--- src/rtl/win_spill_fill.sv ---
// rtl/win_spill_fill.sv - register window spill/fill engine between the register file and the save stack
// Spills the outgoing window to a memory stack on overflow and restores it in LIFO order on underflow.
module win_spill_fill #(
   parameter int                WORD_W     = 16,
   parameter int                ADDR_W     = 16,
   parameter int                WIN_REGS   = 4,
   parameter logic [2:0]        SEL_BASE   = 3'd4,
   parameter logic [ADDR_W-1:0] STACK_BASE = 16'hF000,
   parameter int                DEPTH_W    = 8
) (
   input  logic               clock,
   input  logic               reset_L,
   input  logic               ovf_req,
   input  logic               unf_req,
   output logic [2:0]         rf_sel,
   input  logic [WORD_W-1:0]  rf_rdata,
   output logic [WORD_W-1:0]  rf_wdata,
   output logic               rf_load_L,
   output logic [ADDR_W-1:0]  mem_addr,
   output logic [WORD_W-1:0]  mem_wdata,
   input  logic [WORD_W-1:0]  mem_rdata,
   output logic               mem_re_L,
   output logic               mem_we_L,
   input  logic               mem_ready,
   output logic               stall_L,
   output logic               done,
   output logic               err,
   output logic [DEPTH_W-1:0] depth
);

   typedef enum logic [2:0] {
      S_IDLE,
      S_SPILL,
      S_FILL_RD,
      S_FILL_WR,
      S_DONE
   } state_t;

   localparam logic [2:0]         LAST_I = 3'(WIN_REGS - 1);
   localparam logic [ADDR_W-1:0]  A_ONE  = 1;
   localparam logic [DEPTH_W-1:0] D_ONE  = 1;

   state_t            state;
   logic [ADDR_W-1:0] sp;
   logic [2:0]        i;

   // Spill data is taken straight from the register file read port so it tracks rf_sel.
   assign mem_wdata = (state == S_SPILL) ? rf_rdata : '0;

   always_ff @(posedge clock or negedge reset_L) begin
      if (!reset_L) begin
         state     <= S_IDLE;
         sp        <= STACK_BASE;
         i         <= 3'd0;
         depth     <= '0;
         rf_sel    <= SEL_BASE;
         rf_wdata  <= '0;
         rf_load_L <= 1'b1;
         mem_addr  <= STACK_BASE;
         mem_re_L  <= 1'b1;
         mem_we_L  <= 1'b1;
         stall_L   <= 1'b1;
         done      <= 1'b0;
         err       <= 1'b0;
      end else begin
         done      <= 1'b0;
         err       <= 1'b0;
         rf_load_L <= 1'b1;
         case (state)
            S_IDLE: begin
               if (ovf_req && unf_req) begin
                  err <= 1'b1;
               end else if (ovf_req && (&depth)) begin
                  err <= 1'b1;
               end else if (ovf_req) begin
                  state    <= S_SPILL;
                  i        <= 3'd0;
                  rf_sel   <= SEL_BASE;
                  mem_addr <= sp;
                  mem_we_L <= 1'b0;
                  stall_L  <= 1'b0;
               end else if (unf_req && (depth == '0)) begin
                  err <= 1'b1;
               end else if (unf_req) begin
                  state    <= S_FILL_RD;
                  i        <= LAST_I;
                  mem_addr <= sp - A_ONE;
                  mem_re_L <= 1'b0;
                  stall_L  <= 1'b0;
               end
            end
            S_SPILL: begin
               if (mem_ready) begin
                  sp       <= sp + A_ONE;
                  i        <= i + 3'd1;
                  mem_addr <= sp + A_ONE;
                  if (i == LAST_I) begin
                     mem_we_L <= 1'b1;
                     depth    <= depth + D_ONE;
                     done     <= 1'b1;
                     state    <= S_DONE;
                  end else begin
                     rf_sel <= SEL_BASE + i + 3'd1;
                  end
               end
            end
            S_FILL_RD: begin
               if (mem_ready) begin
                  rf_wdata  <= mem_rdata;
                  sp        <= sp - A_ONE;
                  mem_re_L  <= 1'b1;
                  rf_sel    <= SEL_BASE + i;
                  rf_load_L <= 1'b0;
                  state     <= S_FILL_WR;
               end
            end
            S_FILL_WR: begin
               if (i == 3'd0) begin
                  depth <= depth - D_ONE;
                  done  <= 1'b1;
                  state <= S_DONE;
               end else begin
                  i        <= i - 3'd1;
                  mem_addr <= sp - A_ONE;
                  mem_re_L <= 1'b0;
                  state    <= S_FILL_RD;
               end
            end
            S_DONE: begin
               stall_L <= 1'b1;
               state   <= S_IDLE;
            end
            default: state <= S_IDLE;
         endcase
      end
   end

endmodule

--- config.mk ---
export PLATFORM = sky130hd
export DESIGN_NAME = win_spill_fill
export DESIGN_NICKNAME = d
export VERILOG_FILES = /design/src/rtl/win_spill_fill.sv
export SDC_FILE = /design/constraint.sdc
export NUM_CORES = 1
export LEC_CHECK = 0
export ABC_AREA = 1
export CORE_UTILIZATION = 47
export CTS_CLUSTER_DIAMETER = 40
export DETAILED_ROUTE_END_ITERATION = 10
export GPL_TIMING_DRIVEN = 0
export HOLD_SLACK_MARGIN = 0.1
export PLACE_DENSITY = 0.88
export SLEW_MARGIN = 5
export SYNTH_ARGS = -nofsm -noshare
export SYNTH_HDL_FRONTEND = slang
export SYNTH_SLANG_ARGS = --single-unit
export TNS_END_PERCENT = 1
--- constraint.sdc ---
create_clock -name clock -period 2.2 [get_ports clock]
set_input_delay 0.22 -clock clock [delete_from_list [all_inputs] [get_ports clock]]
set_output_delay 0.22 -clock clock [all_outputs]
set_load 0.05 [all_outputs]
==> run metrics <==
number of cells in the design after placement 913; Std-Cell Core Area around 9400 um^2; required time at the worst-slack endpoint 1.98 ns; hold_sp ovf_req; number of synthesized register bits 71; per-cell via count in the routed design 5.23; FF-to-FF Start state[2]$_DFFE_PN0P_; average cell area after synthesis 6.79 um^2; maximum number of pins on one net before global-route repair 37; vias in the first global route 4585; routed len/inst 13.8 um; clk buf depth 2; number of cells on the worst reg-to-reg path 13; HPWL after detailed placement 9300 um; pwr dens between 1500 and 2000 nW/um^2; Synth Cell Area 4640 um^2; standard-cell row count 35; most used cells in the layout excluding fill and tap cells 240 x nand2_1, 83 x clkdlybuf4s50_1, 76 x nor2_1; H-tree lvl count 3; transition at the pin with the smallest max-transition slack approximately 0.6 ns; final critical-path share of the clock period a little over nine tenths; minimum period implied by the final worst setup slack 2.09 ns; result of the run finished, final reports clean; Post-route DRC 0; setup TNS 0 ns; final max-slew violation count 0; most common cell after layout, fill and taps aside nand2_1; Clock Root Buffer clkbuf_8; register-to-register path setup slack 0.12 ns; number of buffers added by the clock tree synthesis step 9; Total Die Area ~10000 um^2; clock-pin slew reported for the worst setup and hold paths after clock tree synthesis roughly 0.080 ns; Tightest Hold Check Type in2reg; highest fanout seen on the critical path 8; maximum clock rate ~480 MHz; crit path capture mem_wdata[15]; number of nets in the synthesized netlist roughly 730; Iteration-0 DRC Markers 535; worst skew pair latency between 0.3 and 0.4 ns; IO Count between 100 and 150; gpl congestion around 0.94; Hold Vio Cnt, Final 0; kind of critical path reg2out; leakage power roughly 3.0 nW; Sinks on Clock Net 71; share of the core filled with cells roughly 65%; worst clock skew approximately 0.013 ns; Final nets ~850; CTS tree yes; maximum resistive drop on vdd 1.03 mV; overall power of the completed layout 10.5 mW; total wirelength of the detailed-routed design around 13000 um; Die Ht just over 100 um; final number of setup-violating endpoints 0; Post-synth EDFFs 0; Crit path arrival time around 1.9 ns; initial cell density of the core roughly 49%; number of detailed-routing iterations run before antenna repair 6; capturing element type of the critical path output port; count of different cell masters after synthesis 36; Yosys warning count 0; x dimension of the die 101 um; share of flip-flops with an asynchronous set or reset 100%; start point of the critical path state[2]$_DFFE_PN0P_; grt total ovfl 0; GR Util All Layers between 20% and 30%; Max Cap Viol 0; capturing point of the worst reg2reg path depth[7]$_DFFE_PN0P_; first-pass GRT wire length ~21000 um; initial antenna violation count 0; Relative slew margins between 50% and 60%; fraction of the yosys area taken by sequential cells 38.7%; count of port buffers added during placement 100; Non-Filler Instances approximately 930; Mapped Cells 683; ant diodes 0; Detail Route Antenna Nets 0; number of vias after detailed routing roughly 5000; category of the worst setup path launch point register; dominant register cell in the synthesized netlist dfrtp_1; share of final-layout standard cells stronger than drive strength 1 between 10% and 20%; Area Growth Syn to Fin 31.8%
[worst min path at each step]
| stage | endpoint | slack [ns] | cells past startpoint |
|---|---|---|---|
| floorplan | depth[0]$_DFFE_PN0P_ | -0.08 | 0 |
| global placement | rf_wdata[2]$_DFFE_PN0P_ | 0.45 | 2 |
| detailed placement | mem_addr[11]$_DFFE_PN0P_ | 0.20 | 1 |
| CTS | state[0]$_DFFE_PN0P_ | 0.29 | 5 |
| global route | state[0]$_DFFE_PN0P_ | 0.34 | 5 |
| finish | state[0]$_DFFE_PN0P_ | 0.30 | 5 |
[registers in the layout (all words and copies together) (netlist names), 3 cells and up]
register and cells:
rf_wdata 16, state 3, sp 16, mem_addr 16, i 3, rf_sel 3
depth 8
[report_power, final]
part	internal [mW]	switching (mW)	total, mW	leakage, nW
clock	0.585	0.488	1.07	0.0996
sequential	1.97	0.462	2.43	0.861
combinational	2.26	4.74	6.99	2.07
[metrics by stage]
step	hold WS [ns]	setup slack, ns	cell area, um^2
detailed placement	0.203	-0.535	5820
global placement	0.453	-1.47	5800
global route	0.337	-0.0363	6110
CTS	0.289	-0.0160	6020
floorplan	-0.0756	0.0489	4640
finish	0.300	0.107	6110
[metal layers]
| metal | up-vias | track usage, % | share of wire, % |
|---|---|---|---|
| li1 | 2399 | - | - |
| met1 | 2189 | 34.6 | 43 |
| met2 | 258 | 43.2 | 46 |
| met3 | 31 | 6.42 | 9.4 |
| met4 | 0 | 12.2 | 2.1 |
| met5 | - | 0 | 0 |
[Yosys cell counts, types with 2 or more instances]
master	instances	area [um^2]
nor2_4	2	22.5
dfrtp_1	58	1450
nor2_1	77	289
buf_2	13	65.1
o21ai_0	39	195
nand4_1	10	62.6
nand3_1	47	235
inv_1	72	270
o22ai_1	9	56.3
buf_4	3	22.5
nor2_2	3	18.8
nand2_2	3	18.8
inv_2	5	18.8
o221ai_1	3	26.3
or2_2	2	12.5
o211ai_1	2	15.0
a31oi_1	4	25.0
ha_1	11	138
nor3_1	2	10.0
clkbuf_1	7	26.3
a21oi_1	21	105
fa_1	2	40.0
nand2_1	240	901
xor2_1	15	131
xnor2_1	3	26.3
dfstp_2	13	342
o21ai_1	8	40.0
[layout make-up]
| type | instances | area (um^2) |
|---|---|---|
| buffer | 24 | 148 |
| timing repair buffer | 106 | 1060 |
| fill | 783 | 3300 |
| clock buffer | 13 | 159 |
| clock inverter | 3 | 42.5 |
| sequential | 71 | 1790 |
| tap | 129 | 161 |
| multi-input combinational | 510 | 2460 |
| inverter | 77 | 293 |
[what timing repair did]
action / 4_1_cts / 5_1_grt
endpoints found under the setup margin: 22 / 23
hold buffers: 1 / 0
pin swaps: 0 / 2
resized for setup: 79 / 27
endpoints found under the hold margin: 27 / 0
setup buffers: 1 / 3
[worst max-delay path, stage by stage, from the launching register on]
cell,delay [ns]
dfrtp_1,0.39
inv_2,0.09
nand2_4,0.10
nor2_4,0.19
clkinvlp_4,0.21
nor2_1,0.15
clkdlybuf4s15_2,0.38
[cells by family after synthesis]
family | synth area share (%)
buf+inv | 9.01
fa+ha+maj | 3.83
compound gates | 10.5
flops | 38.7
simple gates | 34.6
xor+xnor | 3.40
Note: power is estimated with default switching activity, not from simulation.
